### src/rtl/commit_trace_fifo.sv
// Commit trace FIFO: classifies retired instructions, buffers them and drains them over valid/ready.
// Optional macro COMMIT_TRACE_SEQ_EN adds a 32-bit per-capture sequence number (rec_seq_o).
module commit_trace_fifo #(
  parameter int          XLEN       = 32,
  parameter int          DEPTH      = 8,
  parameter int          DROP_CNT_W = 16,
  parameter logic [31:0] HALT_INSTR = 32'h0000006f
) (
  input  logic                     clk,
  input  logic                     rstn,
  input  logic                     update_i,
  input  logic [XLEN-1:0]          pc_i,
  input  logic [31:0]              instr_i,
  input  logic [4:0]               reg_addr_i,
  input  logic [XLEN-1:0]          reg_data_i,
  input  logic                     reg_we_i,
  input  logic                     mem_re_i,
  input  logic                     mem_we_i,
  input  logic [XLEN-1:0]          mem_raddr_i,
  input  logic [XLEN-1:0]          mem_waddr_i,
  input  logic [XLEN-1:0]          mem_wdata_i,
  input  logic [1:0]               store_size_i,
  output logic                     rec_valid_o,
  input  logic                     rec_ready_i,
  output logic [1:0]               rec_kind_o,
  output logic [XLEN-1:0]          rec_pc_o,
  output logic [31:0]              rec_instr_o,
  output logic [4:0]               rec_rd_o,
  output logic [XLEN-1:0]          rec_data_o,
  output logic [XLEN-1:0]          rec_addr_o,
  output logic [$clog2(DEPTH):0]   count_o,
  output logic                     overflow_o,
  output logic [DROP_CNT_W-1:0]    drop_cnt_o,
  output logic                     done_o
`ifdef COMMIT_TRACE_SEQ_EN
  ,
  output logic [31:0]              rec_seq_o
`endif
);

  localparam int             PW       = $clog2(DEPTH);
  localparam int             CW       = PW + 1;
  localparam logic [CW-1:0]  FULL_CNT = CW'(DEPTH);

  typedef enum logic [1:0] {KIND_NONE = 2'd0, KIND_REG = 2'd1, KIND_LOAD = 2'd2, KIND_STORE = 2'd3} kind_e;
  typedef enum logic [1:0] {ST_RUN, ST_HALTED, ST_DONE} state_e;

  typedef struct packed {
    kind_e           kind;
    logic [XLEN-1:0] pc;
    logic [31:0]     instr;
    logic [4:0]      rd;
    logic [XLEN-1:0] data;
    logic [XLEN-1:0] addr;
`ifdef COMMIT_TRACE_SEQ_EN
    logic [31:0]     seq;
`endif
  } rec_t;

  rec_t                  mem_q [DEPTH];
  rec_t                  rec_d, head;
  state_e                state_q, state_d;
  logic [PW-1:0]         wr_ptr_q, wr_ptr_d, rd_ptr_q, rd_ptr_d;
  logic [CW-1:0]         count_q, count_d;
  logic                  overflow_q, overflow_d;
  logic [DROP_CNT_W-1:0] drop_cnt_q, drop_cnt_d;
  logic                  capture, valid, pop, push, drop;
`ifdef COMMIT_TRACE_SEQ_EN
  logic [31:0]           seq_q, seq_d;
`endif

  // Record classification: store wins over load, load over plain register write.
  // NOTE: every always_comb output gets a default first, so no path can infer a latch.
  always_comb begin
    rec_d       = '0;
    rec_d.pc    = pc_i;
    rec_d.instr = instr_i;
`ifdef COMMIT_TRACE_SEQ_EN
    rec_d.seq   = seq_q;
`endif
    if (mem_we_i) begin
      rec_d.kind = KIND_STORE;
      rec_d.addr = mem_waddr_i;
      case (store_size_i)
        2'd0:    rec_d.data = {{(XLEN-8){1'b0}}, mem_wdata_i[7:0]};
        2'd1:    rec_d.data = {{(XLEN-16){1'b0}}, mem_wdata_i[15:0]};
        default: rec_d.data = mem_wdata_i;
      endcase
    end else if (mem_re_i && reg_addr_i != 5'd0) begin
      rec_d.kind = KIND_LOAD;
      rec_d.rd   = reg_addr_i;
      rec_d.data = reg_data_i;
      rec_d.addr = mem_raddr_i;
    end else if (reg_we_i && reg_addr_i != 5'd0) begin
      rec_d.kind = KIND_REG;
      rec_d.rd   = reg_addr_i;
      rec_d.data = reg_data_i;
    end
  end

  always_comb begin
    capture    = update_i && (pc_i != '0) && (state_q == ST_RUN);
    valid      = (count_q != '0);
    pop        = valid && rec_ready_i;
    // A full FIFO still accepts a push when the head leaves in the same cycle.
    push       = capture && ((count_q != FULL_CNT) || pop);
    drop       = capture && !push;
    wr_ptr_d   = wr_ptr_q + PW'(push);
    rd_ptr_d   = rd_ptr_q + PW'(pop);
    count_d    = count_q + CW'(push) - CW'(pop);
    overflow_d = overflow_q | drop;
    drop_cnt_d = (drop && drop_cnt_q != '1) ? drop_cnt_q + DROP_CNT_W'(1) : drop_cnt_q;
`ifdef COMMIT_TRACE_SEQ_EN
    seq_d      = capture ? seq_q + 32'd1 : seq_q;
`endif
    state_d    = state_q;
    case (state_q)
      ST_RUN:    if (capture && instr_i == HALT_INSTR) state_d = ST_HALTED;
      ST_HALTED: if (count_q == '0) state_d = ST_DONE;
      ST_DONE:   state_d = ST_DONE;
      default:   state_d = ST_RUN;
    endcase
  end

  // NOTE: sequential state uses non-blocking assignments only, so every flop samples pre-edge values.
  always_ff @(posedge clk) begin
    if (!rstn) begin
      state_q    <= ST_RUN;
      wr_ptr_q   <= '0;
      rd_ptr_q   <= '0;
      count_q    <= '0;
      overflow_q <= 1'b0;
      drop_cnt_q <= '0;
`ifdef COMMIT_TRACE_SEQ_EN
      seq_q      <= '0;
`endif
    end else begin
      state_q    <= state_d;
      wr_ptr_q   <= wr_ptr_d;
      rd_ptr_q   <= rd_ptr_d;
      count_q    <= count_d;
      overflow_q <= overflow_d;
      drop_cnt_q <= drop_cnt_d;
`ifdef COMMIT_TRACE_SEQ_EN
      seq_q      <= seq_d;
`endif
    end
  end

  // NOTE: the storage array is not reset; count and pointers make stale entries unreachable.
  always_ff @(posedge clk) begin
    if (push) mem_q[wr_ptr_q] <= rec_d;
  end

  // Record fields are forced to zero while empty so reset leaves every output at 0.
  always_comb begin
    head        = mem_q[rd_ptr_q];
    rec_valid_o = valid;
    rec_kind_o  = valid ? head.kind  : KIND_NONE;
    rec_pc_o    = valid ? head.pc    : '0;
    rec_instr_o = valid ? head.instr : '0;
    rec_rd_o    = valid ? head.rd    : '0;
    rec_data_o  = valid ? head.data  : '0;
    rec_addr_o  = valid ? head.addr  : '0;
`ifdef COMMIT_TRACE_SEQ_EN
    rec_seq_o   = valid ? head.seq   : '0;
`endif
    count_o     = count_q;
    overflow_o  = overflow_q;
    drop_cnt_o  = drop_cnt_q;
    done_o      = (state_q == ST_DONE);
  end

endmodule

### config.mk
export PLATFORM = sky130hd
export DESIGN_NAME = commit_trace_fifo
export DESIGN_NICKNAME = d
export VERILOG_FILES = /design/src/rtl/commit_trace_fifo.sv
export SDC_FILE = /design/constraint.sdc
export NUM_CORES = 1
export LEC_CHECK = 0
export ABC_CLOCK_PERIOD_IN_PS = 35400
export CORE_ASPECT_RATIO = 0.8
export CORE_MARGIN = 3
export CORE_UTILIZATION = 50
export DETAILED_ROUTE_END_ITERATION = 10
export PLACE_DENSITY = 0.69
export SYNTH_ARGS = -nofsm -noshare
export SYNTH_HDL_FRONTEND = slang
export SYNTH_SLANG_ARGS = --single-unit
export TNS_END_PERCENT = 5
### constraint.sdc
create_clock -name clk -period 35.4 [get_ports clk]
set_input_delay 3.54 -clock clk [delete_from_list [all_inputs] [get_ports clk]]
set_output_delay 3.54 -clock clk [all_outputs]
set_load 0.01 [all_outputs]
==> results.sh, run 1 <==
export IMPL_io_pins=364
export IMPL_numPortBuffers=363
export IMPL_dpl_cell_area_um2=48100
export IMPL_min_delay_path_class="reg -> reg"
export IMPL_first_iter_violations=1694
export IMPL_clock_sinks=1109
export IMPL_startpoint_type="flip-flop"
export IMPL_numCtsBuffers=104
export IMPL_yosysWarnings=0
export IMPL_grt_max_degree=111
export IMPL_period_minus_slack_ns=9.17
export IMPL_clk_latency_ns=0.67
export IMPL_worstSetupPathType="reg -> out"
export IMPL_synth_most_common_cell="edfxtp_1"
export IMPL_drv_slew=0
export IMPL_clk_pin_slew_ns=0.06
export IMPL_fillers=6037
export IMPL_cp_endpoint="rec_pc_o[31]"
export IMPL_skew_ns=0.0302
export IMPL_core_um2=84900
export IMPL_seq_area_frac_synth_pct=76.3
export IMPL_gp_congestion=0.759
export IMPL_path_delay_family="buffers and inverters"
export IMPL_die_area_um2=90100
export IMPL_async_flop_share_pct=0
export IMPL_reg2reg_from="state_q[0]"
export IMPL_cp_cell_sequence="buf_4, buf_4, buf_4, mux4_2, mux2i_1, nor2_1, clkdlybuf4s50_1"
export IMPL_ant_nets=0
export IMPL_critPathMaxStageDelay_ns=0.93
export IMPL_synth_fp_nets=2236
export IMPL_finalPower_uw=3620
export IMPL_postLayoutCellArea_um2=51600
export IMPL_htree_levels=3
export IMPL_area_growth_pct=19.2
export IMPL_finalSetupViolCount=0
export IMPL_worst_pin_slew_ns=1.15
export IMPL_setup_ws_ns=26.23
export IMPL_num_nets_final=2626
export IMPL_grt_pass1_vias=22400
export IMPL_preCtsSetupSlack_ns=26.85
export IMPL_antenna_found_initial=7
export IMPL_startpoint="rd_ptr_q[1]"
export IMPL_maxCapViolCount=0
export IMPL_cp_data_required_time_ns=31.86
export IMPL_crit_arrival_ns=5.63
export IMPL_place_hpwl_um=53800
export IMPL_wl_per_cell_um=26.3
export IMPL_cts_root_buf="clkbuf_16"
export IMPL_post_cts_resized=0
export IMPL_slowest_stage="buf_4"
export IMPL_gr_total_overflow=0
export IMPL_critPathMostFrequentCell="buf_4"
export IMPL_irDropWorstVdd_mv=0.0487
export IMPL_via_per_inst=5.87
export IMPL_synthFlopType="edfxtp_1"
export IMPL_cts_tree="done"
export IMPL_end_kind="output pin"
export IMPL_synth_top_area_share_pct=75.0
export IMPL_powerDensity_nw_per_um2=70.2
export IMPL_netlist_instances=2014
export IMPL_grt_usage_pct=21.3
export IMPL_synth_seq_cells=1109
export IMPL_routed_wl_um=94900
export IMPL_relSlewSlack_pct=23.3
export IMPL_postCtsSetupRepairBufs=0
export IMPL_dr_pass1_iters=7
export IMPL_grt_pass1_wl_um=142000
export IMPL_synth_edf_count=1080
export IMPL_synth_area_leader_cell="edfxtp_1"
export IMPL_crit_cells=7
export IMPL_num_vias=21200
export IMPL_drive_above_1_share_pct=18.7
export IMPL_timing_fmax_ghz=0.109
export IMPL_num_rows=95
export IMPL_ys_types=42
export IMPL_p_leak_uw=0.0159
export IMPL_drc=0
export IMPL_r2r_slack_ns=30.98
export IMPL_netlist_area_um2=43200
export IMPL_cp_num_buf_inv=4
export IMPL_path_max_fanout=71
export IMPL_synthTopCellsByCount="edfxtp_1 (1080), mux4_2 (270), nor2_1 (148)"
export IMPL_rsz0062_at_grt="no"
export IMPL_fin_setup_tns_ns=0
export IMPL_cts_hold_buf=0
export IMPL_start_util_pct=50.9
export IMPL_ys_top_cells_by_area="edfxtp_1 (75%), mux4_2 (14%), mux2i_1 (3.2%)"
export IMPL_finish_utilization_pct=60.8
export IMPL_r2r_cells=8
export IMPL_status="finished, final reports clean"
export IMPL_fin_crit_sh_pct=25.9
export IMPL_die_w_um=335
export IMPL_hold_violations=0
export IMPL_r2r_end="mem_q[7][28]"
export IMPL_cts_max_path_buffers=3
export IMPL_die_h_um=269
export IMPL_syn_avg_cell_area_um2=21.5
[state kept, by name, summed over array words and instances, names as in the netlist]
register and flops:
state_q 2, overflow_o 1, wr_ptr_q 3, rd_ptr_q 3, mem_q 1080, drop_cnt_o 16, count_o 4
[logic make-up after synthesis]
family | after synthesis | share of synthesized area [%]
AOI/OAI and AO/OA | 108 | 1.96
xor gates and xnor gates | 4 | 0.0810
adders and majority gates | 16 | 0.480
buffers and inverters | 126 | 1.23
DFF | 1109 | 76.3
muxes | 408 | 17.3
and+or+nand+nor | 243 | 2.64
[cell usage in the layout, fill, tap and decap left out, types with 4 or more instances in the layout]
master / n
edfxtp_1: 1080
clkdlybuf4s50_1: 362
mux4_2: 270
nor2_1: 142
mux2i_1: 138
clkbuf_16: 106
a22o_1: 64
clkinv_1: 32
buf_4: 31
dfxtp_1: 26
a21oi_1: 18
clkinv_2: 18
clkbuf_1: 17
and2_1: 15
nor4_1: 15
ha_1: 15
nand3_1: 14
bufinv_16: 14
inv_1: 12
or4_1: 12
nand2_1: 11
o31ai_1: 11
nand4_1: 6
nor2_4: 6
diode_2: 5
nand2b_1: 4
xnor2_1: 4
clkinvlp_4: 4
[per-layer routing]
layer,vias to the layer above,part of all wire (%),GRT usage [%]
li1,9212,-,-
met1,11200,42,30.0
met2,634,50,35.2
met3,134,5.9,3.79
met4,6,2.0,5.27
met5,-,0.044,0
[final cells by class]
class	instances	area [um2]	share of cell area [%]
clock buffer	123	2720	5.27
multi-input combinational	779	9750	18.9
timing repair buffer	397	3920	7.60
clock inverter	70	691	1.34
tap	1115	1400	2.71
sequential	1109	33000	64.0
antenna	5	12.5	0.0243
inverter	13	48.8	0.0946
[how the worst min path moves through the flow]
stage,start,cells after the start,slack (ns),endpoint
5_1_grt,overflow_o,1,0.52,overflow_o
2_1_floorplan,state_q[1],2,0.45,state_q[1]
3_3_place_gp,state_q[0],2,0.46,state_q[0]
3_5_place_dp,overflow_o,1,0.48,overflow_o
4_1_cts,state_q[1],2,0.49,state_q[1]
6_report,overflow_o,1,0.49,overflow_o
[stage by stage]
stage,hold slack [ns],instances
final,0.486,3611
after floorplan,0.455,2014
after detailed placement,0.482,3413
after global routing,0.523,3609
after CTS,0.494,3606
after global placement,0.464,3413
[power breakdown]
part           internal (uW)  switching (uW)  leakage, uW
sequential              1530            34.7       0.0101
combinational            475             470      0.00416
clock                    648             460      0.00166
total                   2650             964       0.0159
No activity file was read; power rests on OpenSTA's default activity.
==> run 2, diff against run 1 <==
- ABC_CLOCK_PERIOD_IN_PS: 35400 -> 7900
- PLACE_DENSITY: 0.69 -> 0.72
- clock period: 35.4 -> 7.9 ns (I/O delays scaled with it)
==> run 2 against run 1 <==
Highest routed layer unchanged. Routed wire length hardly changed. Utilization hardly changed. Register-to-register slack worse by 26 ns. Worst setup slack worse by 23 ns. Clock skew is 0.0063 ns lower. Combinational power grew to 4.5 times the previous value. Count of clock-buffer cells in the layout stayed put. Final area hardly changed.
==> results.sh, run 2 (synthesis gave the netlist of run 1 again) <==
export IMPL_num_rows=95
export IMPL_skew_ns=0.0238
export IMPL_rsz0062_at_grt="no"
export IMPL_timing_fmax_ghz=0.205
export IMPL_hold_path_depth=1
export IMPL_status="finished, final reports clean"
export IMPL_irDropWorstVdd_mv=0.179
export IMPL_largest_register="mem_q"
export IMPL_maxCapViolCount=0
export IMPL_switching_share_pct=26.6
export IMPL_pwr_share_seq_pct=42.9
export IMPL_clk_pin_slew_ns=0.07
export IMPL_period_minus_slack_ns=4.87
export IMPL_min_to="overflow_o"
export IMPL_first_iter_violations=1877
export IMPL_postCtsSetupRepairBufs=0
export IMPL_via_per_inst=5.96
export IMPL_finalPower_uw=16300
export IMPL_grt_pass1_wl_um=142000
export IMPL_grt_usage_pct=21.1
export IMPL_powerDensity_nw_per_um2=315
export IMPL_numCtsBuffers=102
export IMPL_core_um2=84900
export IMPL_relSlewSlack_pct=25.5
export IMPL_clock_sinks=1109
export IMPL_cts_root_buf="clkbuf_16"
export IMPL_die_w_um=335
export IMPL_p_int_uw=11900
export IMPL_drc=0
export IMPL_hold_violations=0
export IMPL_io_pins=364
export IMPL_antenna_found_initial=7
export IMPL_startpoint_type="flip-flop"
export IMPL_die_area_um2=90100
export IMPL_drv_slew=0
export IMPL_clk_latency_ns=0.66
export IMPL_clockPowerShare_pct=30.7
export IMPL_path_max_fanout=146
export IMPL_num_vias=21400
export IMPL_cp_data_required_time_ns=7.11
export IMPL_cts_max_path_buffers=3
export IMPL_worstSetupPathType="reg -> out"
export IMPL_fin_setup_tns_ns=0
export IMPL_gr_total_overflow=0
export IMPL_cts_hold_buf=0
export IMPL_min_delay_path_class="reg -> reg"
export IMPL_combPwrFrac_pct=26.4
export IMPL_start_util_pct=50.9
export IMPL_routed_wl_um=94800
export IMPL_mostFrequentLayoutCells="edfxtp_1 (1080), clkdlybuf4s50_1 (362), mux4_2 (270)"
export IMPL_htree_levels=3
export IMPL_r2r_cells=7
export IMPL_num_nets_final=2612
export IMPL_cts_tree="done"
export IMPL_end_kind="output pin"
export IMPL_p_leak_uw=0.0159
export IMPL_grt_pass1_vias=22300
export IMPL_reg2reg_from="state_q[0]"
export IMPL_r2r_end="mem_q[5][20]"
export IMPL_fin_crit_sh_pct=61.7
export IMPL_numPortBuffers=363
export IMPL_wl_per_cell_um=26.4
export IMPL_switching_power_uw=4330
export IMPL_grt_max_degree=147
export IMPL_finalSetupViolCount=0
export IMPL_mostFrequentLayoutCell="edfxtp_1"
export IMPL_gp_congestion=0.751
export IMPL_crit_arrival_ns=4.08
export IMPL_largest_reg_flops=1080
export IMPL_drive_above_1_share_pct=18.6
export IMPL_dr_pass1_iters=7
export IMPL_hp_start="overflow_o"
export IMPL_ant_nets=0
export IMPL_r2r_slack_ns=4.51
export IMPL_place_hpwl_um=51800
export IMPL_area_growth_pct=19.3
export IMPL_post_cts_resized=0
export IMPL_worst_pin_slew_ns=1.12
export IMPL_die_h_um=269
-- run 2: worst max path at each step --
stage / start / to / slack (ns) / cells past startpoint
2_1_floorplan: pc_i[30] / mem_q[0][0] / -3.28 / 5
3_3_place_gp: pc_i[31] / mem_q[5][16] / 3.36 / 7
3_5_place_dp: pc_i[31] / mem_q[5][17] / 3.36 / 7
4_1_cts: rd_ptr_q[1] / rec_pc_o[31] / 3.03 / 5
5_1_grt: rd_ptr_q[1] / rec_pc_o[31] / 2.84 / 5
6_report: rd_ptr_q[1] / rec_pc_o[31] / 3.03 / 5
-- run 2: worst max-delay path, stage by stage (launching register included) --
cell             delay (ns)
dfxtp_4                0.89
buf_12                 0.57
mux4_2                 0.41
mux2i_1                0.55
nor2_1                 0.11
clkdlybuf4s50_1        0.51
-- run 2: area by class of cell --
| cell class | instances | area (um2) |
|---|---|---|
| Clock inverter | 64 | 689 |
| Sequential cell | 1109 | 33000 |
| Multi-Input combinational cell | 779 | 9760 |
| Timing Repair Buffer | 385 | 3930 |
| Fill cell | 5899 | 33300 |
| Tap cell | 1115 | 1400 |
| Inverter | 13 | 48.8 |
| Antenna cell | 4 | 10.0 |
| Clock buffer | 123 | 2740 |
-- run 2: metrics by stage --
step | cells | hold slack [ns] | setup slack, ns | instance area, um2 | utilization [%]
finish | 3592 | 0.478 | 3.03 | 51600 | 60.8
global route | 3588 | 0.500 | 2.84 | 51600 | 60.8
CTS | 3588 | 0.477 | 3.03 | 51600 | 60.8
detailed placement | 3401 | 0.457 | 3.36 | 48200 | 56.7
global placement | 3401 | 0.455 | 3.36 | 48200 | 56.7
floorplan | 2014 | 0.455 | -3.28 | 43200 | -
-- run 2: power groups by stage --
stage	Clock (uW)	Combinational (uW)	Sequential, uW
2_1_floorplan	0	2520	7120
3_3_place_gp	0	4340	7080
3_5_place_dp	0	4370	7110
4_1_cts	5080	4390	6990
5_1_grt	5300	4620	7010
6_report	4990	4290	6980
-- run 2: metal layers --
metal	GRT usage, %	vias to the layer above	share of wire [%]
met4	3.99	8	1.4
met5	0	-	0.053
met1	30.0	11300	42
met2	34.3	794	49
met3	5.09	119	7.9
li1	-	9158	-
==> run 3, diff against run 2 <==
- ABC_CLOCK_PERIOD_IN_PS: 7900 -> 5100
- PLACE_DENSITY: 0.72 -> 0.69
- clock period: 7.9 -> 5.1 ns (I/O delays scaled with it)
==> run 3 against run 2 <==
Die area unchanged. Sequential share of layout area decreased by 0.29 points. Clock skew decreased by 0.0033 ns. Total power increased by 56%. Combinational power increased by 57%. Critical path depth unchanged. Hold slack improved by 0.013 ns. Count of clock-buffer cells in the layout increased by 20. Via count decreased by 0.25%. Utilization increased by 0.28 points.
==> results.sh, run 3 (synthesis gave the netlist of run 1 again) <==
export IMPL_cp_data_required_time_ns=4.59
export IMPL_fin_crit_sh_pct=79.5
export IMPL_finish_utilization_pct=61.1
export IMPL_num_rows=95
export IMPL_hold_violations=0
export IMPL_slowest_stage="dfxtp_4"
export IMPL_dpl_cell_area_um2=48400
export IMPL_clk_pin_slew_ns=0.07
export IMPL_htree_levels=3
export IMPL_maxCapViolCount=0
export IMPL_numCtsBuffers=104
export IMPL_r2r_slack_ns=1.76
export IMPL_powerDensity_nw_per_um2=488
export IMPL_cp_cell_sequence="buf_12, mux4_2, mux2i_1, nor2_1, clkdlybuf4s50_1"
export IMPL_clk_latency_ns=0.66
export IMPL_irDropWorstVdd_mv=0.316
export IMPL_placed_cells=3428
export IMPL_switching_power_uw=6740
export IMPL_crit_arrival_ns=3.55
export IMPL_postLayoutCellArea_um2=51800
export IMPL_io_pins=364
export IMPL_die_w_um=335
export IMPL_clock_sinks=1109
export IMPL_p_int_uw=18500
export IMPL_rsz0062_at_grt="no"
export IMPL_dr_pass1_iters=5
export IMPL_worstSetupPathType="reg -> out"
export IMPL_largest_reg_flops=1080
export IMPL_end_kind="output pin"
export IMPL_skew_ns=0.0205
export IMPL_drv_slew=0
export IMPL_finalPower_uw=25300
export IMPL_cts_tree="done"
export IMPL_grt_pass1_vias=22500
export IMPL_num_nets_final=2642
export IMPL_core_um2=84900
export IMPL_clockPowerShare_pct=30.4
export IMPL_combPwrFrac_pct=26.6
export IMPL_startpoint_type="flip-flop"
export IMPL_postCtsSetupRepairBufs=0
export IMPL_period_minus_slack_ns=4.06
export IMPL_pwr_share_seq_pct=43.0
export IMPL_status="finished, final reports clean"
export IMPL_grt_usage_pct=21.3
export IMPL_cts_hold_buf=0
export IMPL_post_cts_resized=0
export IMPL_wl_per_cell_um=26.3
export IMPL_worst_pin_slew_ns=1.11
export IMPL_grt_max_degree=104
export IMPL_place_hpwl_um=56000
export IMPL_grt_pass1_wl_um=143000
export IMPL_p_leak_uw=0.0160
export IMPL_die_h_um=269
export IMPL_drive_above_1_share_pct=19.2
export IMPL_cts_root_buf="clkbuf_16"
export IMPL_mostFrequentLayoutCells="edfxtp_1 (1080), clkdlybuf4s50_1 (362), mux4_2 (270)"
export IMPL_antenna_found_initial=5
export IMPL_switching_share_pct=26.7
export IMPL_first_iter_violations=1980
export IMPL_min_delay_path_class="reg -> reg"
export IMPL_start_util_pct=50.9
export IMPL_mostFrequentLayoutCell="edfxtp_1"
export IMPL_preCtsSetupSlack_ns=0.795
export IMPL_setup_ws_ns=1.04
export IMPL_cts_max_path_buffers=3
export IMPL_finalSetupViolCount=0
export IMPL_area_growth_pct=19.9
export IMPL_critPathMaxStageDelay_ns=0.99
export IMPL_num_vias=21400
export IMPL_timing_fmax_ghz=0.246
export IMPL_path_max_fanout=78
export IMPL_numPortBuffers=363
export IMPL_largest_register="mem_q"
export IMPL_gr_total_overflow=0
export IMPL_relSlewSlack_pct=25.8
export IMPL_drc=0
export IMPL_routed_wl_um=95200
export IMPL_ant_nets=0
export IMPL_layout_cells_non_filler=3625
export IMPL_die_area_um2=90100
export IMPL_via_per_inst=5.89
export IMPL_gp_congestion=0.760
## run 3: stage by stage
| stage | hold WS [ns] | TNS [ns] |
|---|---|---|
| after detailed placement | 0.478 | 0 |
| after floorplan | 0.455 | -2253.52 |
| after global routing | 0.525 | 0 |
| after CTS | 0.487 | 0 |
| final | 0.491 | 0 |
| after global placement | 0.463 | 0 |
## run 3: worst max-delay path, delay by kind of cell, from the launching register on
kind / cells / cell delay, ns
buf+inv: 2 / 1.11
flops: 1 / 0.99
simple gates: 1 / 0.34
mux: 2 / 0.39
## run 3: final timing paths
path,from,to,depth (start not counted)
worst max-delay path,rd_ptr_q[1],rec_instr_o[14],5
worst min-delay path,state_q[0],state_q[0],2
worst max register to register,state_q[0],mem_q[6][18],7
worst min register to register,state_q[0],state_q[0],2
## run 3: final cells by class
class / instances / area, um2
repair buffers: 413 / 4170
fillers: 5921 / 33000
flip-flops and latches: 1109 / 33000
clock inverters: 52 / 526
inverters: 13 / 48.8
clock buffers: 143 / 2900
diodes: 1 / 2.50
well taps: 1115 / 1400
multi-input cells: 779 / 9770
## run 3: power groups by stage
| stage | clock, uW | sequential (uW) | combinational [uW] |
|---|---|---|---|
| 6_report | 7680 | 10900 | 6720 |
| 4_1_cts | 7830 | 10900 | 6880 |
| 5_1_grt | 8190 | 10900 | 7250 |
| 2_1_floorplan | 0 | 11000 | 3900 |
| 3_5_place_dp | 0 | 11100 | 6830 |
| 3_3_place_gp | 0 | 11000 | 6800 |
## run 3: layer usage
layer | track usage [%] | up-vias | routed length (um)
met2 | 34.8 | 762 | 47200
met5 | 0 | - | 37
li1 | - | 9227 | -
met1 | 29.6 | 11200 | 39100
met4 | 6.25 | 6 | 2380
met3 | 4.28 | 152 | 6530
